File: src/rtl/mul_seq.sv
// mul_seq: sequential shift-add multiplier, one partial-product bit per clock.
// Operands are converted to magnitudes up front, multiplied unsigned, and the
// sign is reapplied on the last step, so all four signed/unsigned mixes share
// one WIDTH-bit adder. The result lands on prod only on the done cycle.
//
// state | meaning
// ------+-------------------------------------------------------------
// IDLE  | waiting for start; prod holds the last result
// RUN   | one add/shift per edge; the last step writes prod and pulses done
module mul_seq #(
  parameter int WIDTH = 32
) (
  input  logic               clk,
  input  logic               rst,
  input  logic               start,
  input  logic [WIDTH-1:0]   a,
  input  logic [WIDTH-1:0]   b,
  input  logic               a_signed,
  input  logic               b_signed,
  output logic               busy,
  output logic               done,
  output logic [2*WIDTH-1:0] prod
);

  localparam int CW = (WIDTH > 1) ? $clog2(WIDTH) : 1;
  localparam logic [CW-1:0] CNT_LAST = CW'(WIDTH - 1);

  typedef enum logic {
    IDLE = 1'b0,
    RUN  = 1'b1
  } state_t;

  state_t             state_q, state_d;
  logic [WIDTH-1:0]   ma_q, ma_d;
  logic               neg_q, neg_d;
  logic [2*WIDTH-1:0] acc_q, acc_d;
  logic [CW-1:0]      cnt_q, cnt_d;
  logic               busy_d, done_d;
  logic [2*WIDTH-1:0] prod_d;

  logic               a_neg, b_neg;
  logic [WIDTH-1:0]   a_mag, b_mag;
  logic [WIDTH:0]     sum;
  logic [2*WIDTH-1:0] acc_step;

  // Magnitudes stay WIDTH bits wide: the most-negative value maps to
  // 2^(WIDTH-1), which still fits as an unsigned number.
  assign a_neg = a_signed & a[WIDTH-1];
  assign b_neg = b_signed & b[WIDTH-1];
  assign a_mag = a_neg ? (~a + WIDTH'(1)) : a;
  assign b_mag = b_neg ? (~b + WIDTH'(1)) : b;

  // The upper half plus the multiplicand needs one extra bit; that carry
  // is shifted back in at the top so nothing is lost.
  assign sum      = {1'b0, acc_q[2*WIDTH-1:WIDTH]} + (acc_q[0] ? {1'b0, ma_q} : '0);
  assign acc_step = {sum, acc_q[WIDTH-1:1]};

  // State and datapath registers; reset discards any operation in flight.
  always_ff @(posedge clk or posedge rst) begin
    if (rst) begin
      state_q <= IDLE;
      ma_q    <= '0;
      neg_q   <= 1'b0;
      acc_q   <= '0;
      cnt_q   <= '0;
      busy    <= 1'b0;
      done    <= 1'b0;
      prod    <= '0;
    end else begin
      state_q <= state_d;
      ma_q    <= ma_d;
      neg_q   <= neg_d;
      acc_q   <= acc_d;
      cnt_q   <= cnt_d;
      busy    <= busy_d;
      done    <= done_d;
      prod    <= prod_d;
    end
  end

  // Next-state and next-output logic; done is a one-cycle pulse by default.
  always_comb begin
    state_d = state_q;
    ma_d    = ma_q;
    neg_d   = neg_q;
    acc_d   = acc_q;
    cnt_d   = cnt_q;
    busy_d  = busy;
    done_d  = 1'b0;
    prod_d  = prod;
    case (state_q)
      IDLE: begin
        if (start) begin
          ma_d    = a_mag;
          neg_d   = a_neg ^ b_neg;
          acc_d   = {{WIDTH{1'b0}}, b_mag};
          cnt_d   = '0;
          busy_d  = 1'b1;
          state_d = RUN;
        end
      end
      RUN: begin
        acc_d = acc_step;
        cnt_d = cnt_q + 1'b1;
        if (cnt_q == CNT_LAST) begin
          // Negating a zero product yields zero, so no special case is needed.
          prod_d  = neg_q ? (~acc_step + (2*WIDTH)'(1)) : acc_step;
          done_d  = 1'b1;
          busy_d  = 1'b0;
          cnt_d   = '0;
          state_d = IDLE;
        end
      end
      default: begin
        state_d = IDLE;
        busy_d  = 1'b0;
      end
    endcase
  end

endmodule

File: config.mk
export PLATFORM = sky130hd
export DESIGN_NAME = mul_seq
export DESIGN_NICKNAME = d
export VERILOG_FILES = /design/src/rtl/mul_seq.sv
export SDC_FILE = /design/constraint.sdc
export NUM_CORES = 1
export LEC_CHECK = 0
export CAP_MARGIN = 20
export CORE_MARGIN = 1.5
export CORE_UTILIZATION = 57
export CTS_CLUSTER_SIZE = 14
export DETAILED_ROUTE_END_ITERATION = 12
export GPL_TIMING_DRIVEN = 0
export PLACE_DENSITY = 0.81
export SLEW_MARGIN = 20
export SYNTH_ARGS = -nofsm -noshare
export SYNTH_HDL_FRONTEND = slang
export SYNTH_SLANG_ARGS = --single-unit
File: constraint.sdc
create_clock -name clk -period 6 [get_ports clk]
set_clock_uncertainty 0.1 [all_clocks]
set_input_delay 0.6 -clock clk [delete_from_list [all_inputs] [get_ports clk]]
set_output_delay 0.6 -clock clk [all_outputs]
set_load 0.1 [all_outputs]
After elaboration in Yosys (flattened, before gate mapping)
Index checks and enable logic that the tools add are counted.

word-level totals
  flip-flop bits (word level) = 169
  bits in latches = 0
  bits in writable memories = 0
  bits in read-only memories = 0
  input bits = 69
  output and inout port bits = 66
  word-level logic and storage cells = 43
  memories kept = 0

cells by class
  add/subtract/negate cells = 5
  multiply operators = 0
  div/mod/pow operators = 0
  $lt $le $gt $ge = 0
  eq/ne operators = 3
  shifts and indexed selects = 0
  multiplexer cells = 17
  bitwise gates (word level) = 7
  reduce and logical (&&, ||, !) cells = 3

operators with widths
  cell                                                    count
  2-to-1 mux 64 bit                                       2
  one-hot mux 64 bit (2 select lines)                     1
  2-to-1 mux 32 bit                                       3
  adder 32 x 1 -> 32 bit (second input constant)          2
  adder 64 x 1 -> 64 bit (second input constant)          1
  NOT 32 bit                                              2
  NOT 64 bit                                              1
  adder 32 x 32 -> 33 bit                                 1
  2-to-1 mux 5 bit                                        2
  one-hot mux 5 bit (2 select lines)                      1
  2-to-1 mux 1 bit                                        6
  AND reduction 2 bit                                     3
  adder 5 x 1 -> 5 bit (second input constant)            1
  equality test 5 bit (second input constant)             1
  one-hot mux 1 bit (2 select lines)                      2
  bitwise AND 1 bit                                       2
  inequality test 2 x 1 -> 1 bit (second input constant)  1
  inequality test 2 bit (second input constant)           1
  NOT 1 bit                                               1
  XOR 1 bit                                               1

Depth between registers and ports, before layout
Gate-level depths: netlist of the first run.

  depth after elaboration = 5
  depth in mapped cells = 15
  depth with buffers taken out = 13

Least setup slack after synthesis of the first run
OpenSTA, ideal clock, no wires.

  kind = reg-to-reg
  start = register acc_q[0]
  end = register prod[52]
  library setup time = 0.131 ns
  data arrival time = 3.965 ns
  required time = 5.769 ns
  setup slack = 1.804 ns
  cell stages (with the launch flop) = 15
  buffers on the path = 1
  clock period less this slack = 4.196 ns
  path through = dfrtp_1 clkbuf_1 and2_1 ha_1 fa_1 a21o_1 a221oi_2 xnor2_1 or4_1 or4_4 nand3b_1 or3_4 o41ai_2 xor2_1 o21ai_1

between the ends
  longest elaborated chain between the ends = 5

RTL lines
  element                      RTL line  RTL
  start, declared              36        logic [2*WIDTH-1:0] acc_q, acc_d;
  start signal, assigned       64        acc_q <= '0;
  start signal, assigned       73        acc_q <= acc_d;
  2-to-1 mux 32 bit (*)        55        assign sum = {1'b0, acc_q[2*WIDTH-1:WIDTH]} + (acc_q[0] ? {1'b0, ma_q} : '0);
  adder 32 x 32 -> 33 bit (*)  55
  NOT 64 bit                   107       prod_d = neg_q ? (~acc_step + (2*WIDTH)'(1)) : acc_step;
  adder 64 x 1 -> 64 bit       107
  2-to-1 mux 64 bit (*)        107
  end signal, assigned         77        prod <= prod_d;
  end, declared                22        output logic [2*WIDTH-1:0] prod

Every way passes the cells marked *; elsewhere a longest branch is shown, timed or not.
A chain may end at the register's enable or synchronous reset.

Worst setup path after layout of the first run
  start = register acc_q[0]
  end = register prod[62]

The elaborated chain is that of the path after synthesis.

==> metrics.md, run 1 <==
| Metric | Value |
|---|---|
| Outcome | `completed` |
| Drt total wl | `34490 um` |
| Hold Path Depth | `2` |
| Nets | `1671` |
| Peak Freq | `189.5 MHz` |
| DR DRC count | `0` |
| Net Sw Frac | `54.06%` |
| First-pass GRT wire length | `55360 um` |
| Leak pwr | `0.005912 uW` |
| CP Class | `register to register` |
| Row count | `51` |
| Hold Buf Count CTS | `0` |
| Mapped Nets | `1517` |
| Synthesized area | `0.01151 mm2` |
| Vias per inst | `6.038` |
| Antenna Nets Post-Route | `0` |
| Gate Count Post-Synth | `1410` |
| Clock latency on the worst-skew pair | `450 ps` |
| Hold wc startpoint | `ma_q[25]$_DFFE_PP0P_` |
| Top Ports | `135` |
| Inserted Diodes | `0` |
| GRT met1 Usage | `45.58%` |
| Die Ht | `145.1 um` |
| Startpoint types | `register` |
| IO Port Bufs | `134` |
| Avg Cell Area, Syn | `8.162 um2` |
| Synth top area share | `36.75%` |
| Yosys warns | `0` |
| Pwr per Cell Area | `598.0 mW/mm2` |
| DR pass1 iterations | `6` |
| Initial Util | `58.56%` |
| Vias in the first global route | `10.45k` |
| Largest net degree at the start of global routing | `100` |
| Layout fillers | `1673` |
| Hold Vio Cnt, Final | `0` |
| Complex-gate fraction of the synthesized area | `21.42%` |
| Multiplexer area fraction after synthesis | `1.924%` |
| Share of layout cells above drive strength 1 | `3.614%` |
| Area leader, netlist | `dfrtp_1` |
| CORE AREA | `0.01965 mm2` |
| CTS tree | `done` |
| Initial DRC Count | `1055` |
| R2R depth | `15` |
| Top cells by count, synth | `242 x nand2_1, 212 x o21ai_0, 169 x dfrtp_1` |
| Initial antenna violation count | `0` |
| Most frequent cell after synthesis | `nand2_1` |
| Combinational share of power | `60.8%` |
| Busiest grt layer | `met2` |
| # Post-CTS Setup Buffers | `0` |
| Worst-margin pin slew | `1047 ps` |
| Path type of the worst min-delay path | `register to register` |
| Synth top area cells | `dfrtp_1 37%, o21ai_0 9.2%, nand2_1 7.9%, xor2_1 6.3%, ha_1 4.0%` |
| Peak supply drop | `313.1 uV` |
| Clock power frac | `14.2%` |
| Sequential fraction of the synthesis area | `36.75%` |
| Crit Path Max Fanout | `10` |
| Ys async rst share | `100.0%` |
| Required @ worst endpoint | `6220 ps` |
| Maxcap violations | `0` |
| Power after layout | `8272 uW` |
| Synth Area in Adders | `4.197%` |
| PostCTS Resize Cnt | `0` |
| Synth Register Bits | `169` |
| Cell variety after synth | `70` |
| CTS max path bufs | `2` |
| Die Width | `145.1 um` |
| DP Cell Count | `1810` |
| Average wire per standard cell | `18.72 um` |
| Die area | `0.02105 mm2` |
| Post-route minimum period | `5277 ps` |
| Clk sinks | `169` |
| P_int | `3800 uW` |
| Sequential cell fraction of total power | `25.0%` |
| RSZ-0062 raised after global routing | `false` |
| Setup violators final | `0` |
| Simple-gate share of the synthesized area | `21.92%` |
| Reg-to-reg slack, setup | `720 ps` |
| Largest family of logic cells by synthesized area | `simple AND/OR/NAND/NOR gates` |
| Psw | `4472 uW` |
| Prevailing post-synth register cell | `dfrtp_1` |
| Kind of end point of the critical path | `register` |
| Worst EP arrival | `5490 ps` |
| Synth Area in XOR/XNOR | `10.27%` |
| Final Cycle Share | `87.96%` |
| Met3 Track Usage GR | `4.560%` |
| Reg2reg end | `prod[62]$_DFFE_PP0P_` |
| Slew margin rel. | `29.59%` |
| Overflow after GRT | `0` |
| Root Driver | `clkbuf_16` |
| Hold Path End | `ma_q[25]$_DFFE_PP0P_` |
| Detailed Place HPWL | `26220 um` |
| Clock Pin Slew Worst Setup and Hold Paths | `70 ps` |
| Post-synth EDFFs | `0` |
| Gpl congestion | `0.9337` |
| M2 GR Usage | `53.49%` |
| Non-Filler Instances | `1842` |
| Depth of the CTS H-tree | `4` |
| Vias | `11.12k` |
| Area Growth Syn to Fin | `20.20%` |
| R2R Path Start | `acc_q[0]$_DFFE_PP0P_` |
| Final Max Slew Viols | `0` |
| Tot GR Track Use | `32.97%` |
| Num CTS Buffers | `17` |
routing by layer:
metal	vias up	part of all wire, %
met5	-	0
met4	0	2.6
met3	68	7.2
met2	470	47
met1	5305	43
li1	5279	-
cell type report:
class	instances	area (um2)	share of cell area, %
multi-input cells	1133	6874	49.69
flip-flops and latches	169	4229	30.57
repair buffers	135	1369	9.895
clock buffers	18	429.2	3.102
well taps	265	331.6	2.397
plain buffers	81	304.0	2.198
clock inverters	14	187.7	1.357
inverters	27	108.9	0.7869
through the flow:
stage          hold slack (ps)  setup WS [ps]  utilization, %  setup TNS [ps]  area [um2]
6_report                 369.4          722.7           70.38               0       13830
5_1_grt                  395.1          429.9           70.38               0       13830
4_1_cts                  376.9          806.9           70.38               0       13830
3_5_place_dp             361.6          861.4           67.25               0       13220
3_3_place_gp             354.5          -1472           67.07         -245090       13180
2_1_floorplan            341.8          724.9               -               0       11510
cell usage in the layout (no fill, tap or decap), types with 7 or more instances in the layout:
cell / instances
a211oi_1: 16
nor4_1: 14
o21ai_1: 22
clkbuf_1: 76
nor3_1: 31
o41ai_1: 12
o31ai_1: 19
dfrtp_1: 169
xor2_1: 83
nor2_1: 60
and2_1: 39
or3_1: 19
nand3_1: 18
nor2b_1: 7
and3_1: 10
clkbuf_16: 17
nand2_1: 242
inv_1: 26
or4_1: 8
mux2i_1: 21
a21oi_1: 56
ha_1: 37
xnor2_1: 52
nand2b_1: 42
a31oi_1: 9
clkdlybuf4s50_1: 134
a21o_1: 15
o21ai_0: 212
nand4_1: 7
a31o_2: 7
cells by family after synthesis:
family,Yosys count
AND/OR/NAND/NOR,523
AO/OA/AOI/OAI,415
flip-flops,169
XOR/XNOR,135
buffers and inverters,108
adder cells (fa/ha/maj),38
multiplexers,22
critical path, stage by stage (launching register included):
cell and delay [ps]:
dfrtp_1 480, clkbuf_1 230, and2_1 230, ha_1 270
clkbuf_1 360, and4_1 260, clkbuf_1 360, nand2_1 130
o22ai_1 480, o31a_1 360, xnor2_1 250, nor4b_1 460
nand4_1 420, o41ai_1 440, xor2_1 230, o21ai_1 90
registers in the layout (all words and copies together) (netlist names):
| signal | flops |
|---|---|
| cnt_q | 5 |
| neg_q | 1 |
| prod | 64 |
| state_q | 1 |
| ma_q | 32 |
| busy | 1 |
| done | 1 |
| acc_q | 64 |
power groups by stage:
stage          registers, uW  clock network, uW  logic (uW)
5_1_grt                 2140               1220        5360
6_report                2070               1180        5030
3_3_place_gp            2050                  0        4860
2_1_floorplan           3500                  0        2220
3_5_place_dp            2080                  0        4950
4_1_cts                 2060               1180        4980
worst max path at each step:
stage | end | start | depth (start not counted) | slack (ps)
2_1_floorplan | acc_q[0]$_DFFE_PP0P_ | rst | 1 | 720
3_3_place_gp | ma_q[9]$_DFFE_PP0P_ | rst | 2 | -1470
3_5_place_dp | prod[62]$_DFFE_PP0P_ | acc_q[0]$_DFFE_PP0P_ | 15 | 860
4_1_cts | prod[60]$_DFFE_PP0P_ | acc_q[0]$_DFFE_PP0P_ | 15 | 810
5_1_grt | prod[60]$_DFFE_PP0P_ | acc_q[0]$_DFFE_PP0P_ | 15 | 430
6_report | prod[62]$_DFFE_PP0P_ | acc_q[0]$_DFFE_PP0P_ | 15 | 720
Note: power is estimated with default switching activity, not from simulation.
==> inputs of run 2 (changes only) <==
- clock period: 6 -> 5.7 ns (I/O delays scaled with it)
==> results of run 2 <==
The final DEF is identical to that of run 1. Status: completed.
Main changes from that run: setup slack after placement 861.4 ps -> 561.4 ps; setup slack after layout 722.7 ps -> 422.7 ps; register-to-register setup slack 720 ps -> 420 ps; total power 8272 uW -> 8707 uW; worst IR drop on VDD 313.1 uV -> 329.6 uV
==> inputs of run 3 (changes only) <==
- CORE_UTILIZATION: 57 -> 44
- PLACE_DENSITY: 0.81 -> 0.65
==> run 3 against run 2 <==
Net effect:
- count of clock-buffer cells in the layout is the same
- power decreased by 0.30%
- first-iteration DRC count fell by 33%
==> metrics.md, run 3 (synthesized netlist as in run 1, its figures left out) <==
| Metric | Value |
|---|---|
| Overflow after GRT | `0 (unchanged)` |
| Maxcap violations | `0 (unchanged)` |
| Share of layout cells above drive strength 1 | `3.678% (was 3.614%)` |
| # Post-CTS Setup Buffers | `0 (unchanged)` |
| RSZ-0062 raised after global routing | `false (unchanged)` |
| Peak supply drop | `539.2 uV (was 329.6 uV)` |
| Detailed Place HPWL | `27230 um (was 26220 um)` |
| Post-DP Area | `0.01330 mm2 (was 0.01322 mm2)` |
| Largest net degree at the start of global routing | `90 (was 100)` |
| Final Cycle Share | `92.25% (was 92.58%)` |
| CTS max path bufs | `2 (unchanged)` |
| DR pass1 iterations | `5 (was 6)` |
| Path type of the worst min-delay path | `register to register (unchanged)` |
| Area Growth Syn to Fin | `20.97% (was 20.20%)` |
| Commonest non-fill, non-tap cell in the layout | `nand2_1 (unchanged)` |
| Row count | `59 (was 51)` |
| Kind of end point of the critical path | `register (unchanged)` |
| Combinational share of power | `60.5% (was 60.8%)` |
| Vias per inst | `5.611 (was 6.038)` |
| Hold Vio Cnt, Final | `0 (unchanged)` |
| Crit Path Max Fanout | `10 (unchanged)` |
| Peak Freq | `190.2 MHz (was 189.5 MHz)` |
| Place WS | `466.9 ps (was 561.4 ps)` |
| Most frequent cells in the layout | `242 x nand2_1, 212 x o21ai_0, 169 x dfrtp_1, 134 x clkdlybuf4s50_1, 83 x xor2_1 (unchanged)` |
| Setup violators final | `0 (unchanged)` |
| Finished layout cell area | `0.01392 mm2 (was 0.01383 mm2)` |
| Clock Pin Slew Worst Setup and Hold Paths | `80 ps (was 70 ps)` |
| Sequential cell fraction of total power | `25.1% (was 25.0%)` |
| Setup_tns | `0 ps (unchanged)` |
| Worst EP arrival | `5470 ps (was 5490 ps)` |
| CORE AREA | `0.02584 mm2 (was 0.01965 mm2)` |
| Root Driver | `clkbuf_16 (unchanged)` |
| CTS tree | `done (unchanged)` |
| Tot GR Track Use | `26.35% (was 32.97%)` |
| Pwr per Cell Area | `623.6 mW/mm2 (was 629.4 mW/mm2)` |
| Startpoint types | `register (unchanged)` |
| Die Ht | `164.7 um (was 145.1 um)` |
| Vias in the first global route | `10.26k (was 10.45k)` |
| Layout fillers | `2479 (was 1673)` |
| Psw | `4684 uW (was 4707 uW)` |
| Required @ worst endpoint | `5910 ps (was 5920 ps)` |
| Net Sw Frac | `53.96% (was 54.06%)` |
| Depth of the CTS H-tree | `4 (unchanged)` |
| Nets | `1671 (unchanged)` |
| PostCTS Resize Cnt | `0 (unchanged)` |
| Antenna Nets Post-Route | `0 (unchanged)` |
| DR DRC count | `0 (unchanged)` |
| Initial antenna violation count | `0 (unchanged)` |
| Setup ws final | `441.7 ps (was 422.7 ps)` |
| Top Ports | `135 (unchanged)` |
| Die area | `0.02713 mm2 (was 0.02105 mm2)` |
| Clock latency on the worst-skew pair | `440 ps (was 450 ps)` |
| Gpl congestion | `0.9241 (was 0.9337)` |
| Average wire per standard cell | `18.32 um (was 18.72 um)` |
| First-pass GRT wire length | `55210 um (was 55360 um)` |
| IO Port Bufs | `134 (unchanged)` |
| Outcome | `completed (unchanged)` |
| Slew margin rel. | `27.77% (was 29.59%)` |
| Worst-margin pin slew | `1077 ps (was 1047 ps)` |
| Drt total wl | `35030 um (was 34490 um)` |
| CP Class | `register to register (unchanged)` |
| P_int | `3997 uW (was 4000 uW)` |
| Hold Buf Count CTS | `0 (unchanged)` |
| Largest registers | `acc_q: 64 flops, prod: 64 flops, ma_q: 32 flops (unchanged)` |
| Post-route minimum period | `5258 ps (was 5277 ps)` |
| Clock power frac | `14.4% (was 14.2%)` |
| Inserted Diodes | `0 (unchanged)` |
| Final Max Slew Viols | `0 (unchanged)` |
| Num CTS Buffers | `17 (unchanged)` |
| Clk sinks | `169 (unchanged)` |
| Leak pwr | `0.005909 uW (was 0.005912 uW)` |
| Initial Util | `44.54% (was 58.56%)` |
| Vias | `10.73k (was 11.12k)` |
| Die Width | `164.7 um (was 145.1 um)` |
| Initial DRC Count | `708 (was 1055)` |
-- run 3: cell count changes in the layout (fill, tap and decap cells not counted), sizes merged --
cell,before,now
clkinvlp,1,2
clkinv,5,2
inv,32,34
-- run 3: metal layers --
metal / vias to the layer above / GRT usage, % / part of all wire (%)
met5: - / 0 / 0
li1: 5267 / - / -
met2: 316 / 42.65 / 47
met3: 54 / 3.315 / 4.8
met1: 5092 / 36.11 / 46
met4: 0 / 9.582 / 2.4
-- run 3: path summary, 6_finish.rpt --
path / slack [ps] / cells after the start / endpoint / start
setup / recovery: 440 / 14 / prod[60]$_DFFE_PP0P_ / acc_q[0]$_DFFE_PP0P_
hold / removal: 370 / 2 / ma_q[14]$_DFFE_PP0P_ / ma_q[14]$_DFFE_PP0P_
setup reg to reg: 440 / 14 / prod[60]$_DFFE_PP0P_ / acc_q[0]$_DFFE_PP0P_
hold reg to reg: 370 / 2 / ma_q[14]$_DFFE_PP0P_ / ma_q[14]$_DFFE_PP0P_
max in group asynchronous: 4140 / 3 / acc_q[47]$_DFFE_PP0P_ / rst
min in group asynchronous: 480 / 2 / prod[13]$_DFFE_PP0P_ / rst
-- run 3: power by group through the flow --
stage               Clock (uW)  Combinational (uW)  Sequential (uW)
detailed placement           0                5230             2200
CTS                       1250                5240             2180
floorplan                    0                2340             3680
global placement             0                5150             2180
global route              1300                5670             2260
finish                    1250                5260             2180
-- run 3: critical path: stages, from the launching register on --
cell and delay, ps:
dfrtp_1 520, clkbuf_1 240, and2_1 250, ha_1 230, fa_1 400, a21o_1 220, a221oi_2 470, xnor2_1 250
or4_1 550, or4_4 540, and3b_1 300, nand4_1 310, o41ai_1 430, xor2_1 230, o21ai_1 80
-- run 3: cell type report --
class	count	area, um2	area share (%)
multi-input combinational	1133	6880	49.42
inverter	27	108.9	0.7819
tap	335	419.2	3.011
sequential	169	4229	30.38
timing repair buffer	135	1369	9.832
buffer	81	304.0	2.184
clock buffer	18	429.2	3.083
clock inverter	14	182.7	1.312
-- run 3: through the flow --
| step | power, uW | hold slack, ps | instances | utilization (%) |
|---|---|---|---|---|
| 2_1_floorplan | 6018 | 341.8 | 1410 | - |
| 3_5_place_dp | 7428 | 364.0 | 1880 | 51.49 |
| 5_1_grt | 9227 | 391.2 | 1912 | 53.88 |
| 3_3_place_gp | 7330 | 354.9 | 1879 | 51.36 |
| 4_1_cts | 8672 | 379.0 | 1912 | 53.86 |
| 6_report | 8681 | 372.7 | 1912 | 53.88 |
